File: src/rtl/serial_add_sub_pkg.sv
// Shared types and helpers for the bit-serial adder/subtractor.
// State encodings and mode constants are fixed so other tools can decode them.
package serial_add_sub_pkg;

  typedef enum logic [1:0] {
    ST_IDLE = 2'd0,
    ST_BUSY = 2'd1,
    ST_DONE = 2'd2
  } state_t;

  localparam logic MODE_ADD = 1'b0;
  localparam logic MODE_SUB = 1'b1;

  function automatic logic maj3(input logic a, input logic b, input logic c);
    return (a & b) | (a & c) | (b & c);
  endfunction

endpackage

File: src/rtl/serial_add_sub_full_adder_cell.sv
// Single-bit full adder; the only arithmetic cell in the serial datapath.
module full_adder_cell
  import serial_add_sub_pkg::*;
(
  input  logic a,
  input  logic b,
  input  logic cin,
  output logic s,
  output logic cout
);

  assign s    = a ^ b ^ cin;
  assign cout = maj3(a, b, cin);

endmodule

File: src/rtl/serial_add_sub.sv
// Bit-serial adder/subtractor: one operand pair in, WIDTH clocks of LSB-first
// addition through a single full adder, result held until the consumer takes it.
module serial_add_sub
  import serial_add_sub_pkg::*;
#(
  parameter int WIDTH = 4
) (
  input  logic             clk,
  input  logic             rst_n,
  input  logic             in_valid,
  output logic             in_ready,
  input  logic [WIDTH-1:0] A,
  input  logic [WIDTH-1:0] B,
  input  logic             en,
  output logic             out_valid,
  input  logic             out_ready,
  output logic [WIDTH-1:0] sum,
  output logic             cbout,
  output logic             ovf
);

  localparam int CNT_W = $clog2(WIDTH) + 1;
  localparam logic [CNT_W-1:0] CNT_PRE_MSB = CNT_W'(WIDTH - 2);
  localparam logic [CNT_W-1:0] CNT_MSB     = CNT_W'(WIDTH - 1);

  state_t           state;
  logic [WIDTH-1:0] a_sh;
  logic [WIDTH-1:0] b_sh;
  logic             c;
  logic             c_msb;
  logic [CNT_W-1:0] cnt;
  logic             s;
  logic             c_next;
  logic             sub;

  assign sub = (en == MODE_SUB);

  full_adder_cell u_fa (
    .a    (a_sh[0]),
    .b    (b_sh[0]),
    .cin  (c),
    .s    (s),
    .cout (c_next)
  );

  // The result shifts into the top of a_sh as operand A bits drain out of the
  // bottom, so after WIDTH shifts a_sh holds the complete sum.
  // NOTE: every register, including the shift registers, is reset so an
  // aborted operation leaves no residue; state uses non-blocking assignments
  // only, so all branches see pre-edge values.
  always_ff @(posedge clk or negedge rst_n) begin
    if (!rst_n) begin
      state     <= ST_IDLE;
      in_ready  <= 1'b0;
      out_valid <= 1'b0;
      sum       <= '0;
      cbout     <= 1'b0;
      ovf       <= 1'b0;
      a_sh      <= '0;
      b_sh      <= '0;
      c         <= 1'b0;
      c_msb     <= 1'b0;
      cnt       <= '0;
    end else begin
      case (state)
        ST_IDLE: begin
          if (!in_ready) begin
            in_ready <= 1'b1;
          end else if (in_valid) begin
            a_sh     <= A;
            b_sh     <= B ^ {WIDTH{sub}};
            c        <= sub;
            c_msb    <= 1'b0;
            cnt      <= '0;
            in_ready <= 1'b0;
            state    <= ST_BUSY;
          end
        end

        ST_BUSY: begin
          a_sh <= {s, a_sh[WIDTH-1:1]};
          b_sh <= {1'b0, b_sh[WIDTH-1:1]};
          c    <= c_next;
          cnt  <= cnt + 1'b1;
          if (cnt == CNT_PRE_MSB) begin
            c_msb <= c_next;
          end
          if (cnt == CNT_MSB) begin
            sum       <= {s, a_sh[WIDTH-1:1]};
            cbout     <= c_next;
            ovf       <= c_msb ^ c_next;
            out_valid <= 1'b1;
            state     <= ST_DONE;
          end
        end

        ST_DONE: begin
          if (out_ready) begin
            out_valid <= 1'b0;
            in_ready  <= 1'b1;
            state     <= ST_IDLE;
          end
        end

        default: begin
          state    <= ST_IDLE;
          in_ready <= 1'b0;
        end
      endcase
    end
  end

endmodule

File: config.mk
export PLATFORM = sky130hd
export DESIGN_NAME = serial_add_sub
export DESIGN_NICKNAME = d
export VERILOG_FILES = /design/src/rtl/serial_add_sub_pkg.sv /design/src/rtl/serial_add_sub_full_adder_cell.sv /design/src/rtl/serial_add_sub.sv
export SDC_FILE = /design/constraint.sdc
export NUM_CORES = 1
export LEC_CHECK = 0
export ABC_AREA = 1
export CAP_MARGIN = 20
export CORE_MARGIN = 10
export CORE_UTILIZATION = 57
export CTS_BUF_LIST = sky130_fd_sc_hd__clkbuf_4 sky130_fd_sc_hd__clkbuf_8
export DETAILED_ROUTE_END_ITERATION = 16
export GPL_ROUTABILITY_DRIVEN = 0
export PLACE_DENSITY = 0.86
export SKIP_CTS_REPAIR_TIMING = 1
export SYNTH_ARGS = -nofsm -noshare
export SYNTH_HDL_FRONTEND = slang
export SYNTH_SLANG_ARGS = --single-unit
export TNS_END_PERCENT = 50
File: constraint.sdc
create_clock -name clk -period 1.9 [get_ports clk]
set_input_delay 0.19 -clock clk [delete_from_list [all_inputs] [get_ports clk]]
set_output_delay 0.19 -clock clk [all_outputs]
set_load 0.05 [all_outputs]
==> flow_metrics.tcl <==
set metrics [dict create \
    status "completed" \
    fmax_ghz 0.587 \
    post_drt_wl_per_cell_um 12.2 \
    cp_top_family "buffers and inverters" \
    path_clk_slew_ns 0.13 \
    critPathRequiredTime_ns 1.71 \
    rr_worst_depth 4 \
    die_y_um 64.6 \
    grt_antenna_before_repair 0 \
    setup_ws_ns 0.196 \
    syn_inst 139 \
    end_kind "output pin" \
    via_per_inst 5.03 \
    wl_met2_mm 1.12 \
    core_um2 1920 \
    yosys_warnings 0 \
    drc 0 \
    worstPathArrival_ns 1.51 \
    cts-root-buf "clkbuf_4" \
    drtPass1Iterations 4 \
    crit_type "reg -> out" \
    wl_met3_um 97 \
    pin_count 21 \
    fin_cells 188 \
    power_density_nw_per_um2 1760 \
    crit_path_top_delay_cell "clkdlybuf4s50_1" \
    reg2reg_from "cnt[0]" \
    period_minus_slack_ns 1.70 \
    met1_length_mm 1.02 \
    multi_input_area_um2 479 \
    htreeDepth 1 \
    avgSynthCellArea_um2 8.16 \
    gr-usage-all-layers_pct 12.5 \
    post-synth-top-area-fraction_pct 50.7 \
    cp.depth 1 \
    cts_buffer_depth 2 \
    drt_iter0_drc 46 \
    port_buffers 20 \
    start_kind "flip-flop" \
    yosys.area.top_type "dfrtp_1" \
    crit_buf_inv 1 \
    path_max_fanout 3 \
    place_area_um2 1350 \
    fin_nets 179 \
    hold_class "in -> async" \
    drive_above_1_share_pct 8.07 \
    leakagePower_uw 0.000699 \
    vias 946 \
    initial_core_util_pct 59.0 \
    n_antenna_cell 0 \
    dr.max_layer_used "met4" \
    post-route-period-util_pct 89.7 \
    nFillCells 171 \
    areaGrowthSynthToFinish_pct 21.6 \
    dp_cells 184 \
    cts.sinks 23 \
    dpl_worst_slack_ns 0.365 \
    drv_cap 0 \
    netlist_area_um2 1130 \
    ys_seq_area_share_pct 50.7 \
    final_cell_area_um2 1380 \
    row_count 16 \
    finalHoldViolCount 0 \
    grt_max_degree 24 \
    r2r_slack_ns 0.41 \
    slew-limit-headroom_pct 66.2 \
    clk_latency_ns 0.31 \
    wl_mm 2.29 \
    dp_hpwl_mm 1.79 \
    seqCellArea_um2 576 \
    die-area_um2 4180 \
    grt-ovfl-total 0 \
    tns_ns 0 \
    finalSetupViolCount 0 \
    yosys-top-cells-area "dfrtp_1 (51%), nand2_1 (19%), o21ai_0 (7.5%)" \
    peakVddDrop_mv 1.16 \
    setup.worst_path.start "in_ready" \
    grt_pass1_wl_mm 4.38 \
    synth_seq_cells 23 \
    totalPowerFinal_uw 2420 \
    ys_types 17 \
    drtAntennaViolNets 0 \
    rr_endpoint "state[1]" \
    cpPeakStageDelay_ns 0.81 \
    cp-endpoint "in_ready" \
    clock_skew_ns 0.00347 \
    grt_pass1_vias 1015 \
    dieWidth_um 64.6 \
    synth_nets 156 \
    rsz0062_at_grt "no" \
    cts_buffers 3 \
    cts_tree "yes" \
    crit_chain "clkdlybuf4s50_1" \
    report.final.slew_viol_count 0 \
    tightest_slew_ns 0.506 \
]
==> cell usage in the layout, fill, tap and decap left out <==
| cell | Yosys | layout |
|---|---|---|
| nand2_1 | 56 | 56 |
| dfrtp_1 | 23 | 23 |
| clkdlybuf4s50_1 | 0 | 20 |
| o21ai_0 | 17 | 17 |
| inv_1 | 14 | 14 |
| nand3_1 | 10 | 10 |
| or2_2 | 4 | 4 |
| nor2_1 | 3 | 3 |
| ha_1 | 3 | 3 |
| clkbuf_4 | 0 | 3 |
| inv_2 | 1 | 1 |
| xnor2_1 | 1 | 1 |
| nand2_2 | 1 | 1 |
| a21oi_4 | 1 | 1 |
| o21ai_2 | 1 | 1 |
| fa_1 | 1 | 1 |
| clkinv_2 | 0 | 1 |
| buf_4 | 1 | 1 |
==> cells in the mapped netlist <==
master	number
nand2_1	56
dfrtp_1	23
o21ai_0	17
inv_1	14
nand3_1	10
or2_2	4
ha_1	3
nor2_1	3
a21oi_4	1
buf_2	1
buf_4	1
buf_6	1
fa_1	1
inv_2	1
nand2_2	1
o21ai_2	1
xnor2_1	1
==> registers in the layout (all words and copies together), names as in the netlist <==
name and cells:
ovf 1, a_sh 4, c_msb 1, cbout 1, in_ready 1, c 1
out_valid 1, b_sh 4, state 2, sum 4, cnt 3
==> worst min path at each step <==
stage / endpoint
3_3_place_gp: b_sh[2]
6_report: sum[1]
4_1_cts: a_sh[3]
5_1_grt: cbout
2_1_floorplan: a_sh[0]
3_5_place_dp: b_sh[3]
==> report_power, final <==
| part | internal, uW | switching [uW] | total (uW) |
|---|---|---|---|
| clock | 78.7 | 149 | 228 |
| combinational | 456 | 869 | 1320 |
| sequential | 717 | 153 | 869 |
| total | 1250 | 1170 | 2420 |
==> cell families after synthesis <==
logic type               share of synthesized area [%]
AND/OR/NAND/NOR                                   26.7
flip-flops                                        50.7
AO/OA/AOI/OAI                                     9.70
buffers and inverters                             7.06
adder cells (fa/ha/maj)                           5.07
XOR/XNOR                                         0.772
==> metrics by stage <==
stage / hold slack (ns) / utilization (%)
6_report: 0.210 / 71.8
5_1_grt: 0.220 / 71.8
4_1_cts: 0.222 / 71.8
3_5_place_dp: 0.462 / 70.4
3_3_place_gp: 0.458 / 70.4
2_1_floorplan: -0.106 / -
==> area by class of cell <==
class,instances,area share [%]
Sequential cell,23,41.7
Multi-Input combinational cell,98,34.7
Timing Repair Buffer,21,15.0
Inverter,15,4.08
Tap cell,27,2.45
Clock buffer,3,1.63
Clock inverter,1,0.363
==> per-layer routing <==
metal	up-vias	global-route usage [%]
li1	480	-
met1	433	14.3
met2	27	21.6
met3	6	2.92
met4	0	6.15
met5	-	0
(Power assumes the default switching activity.)
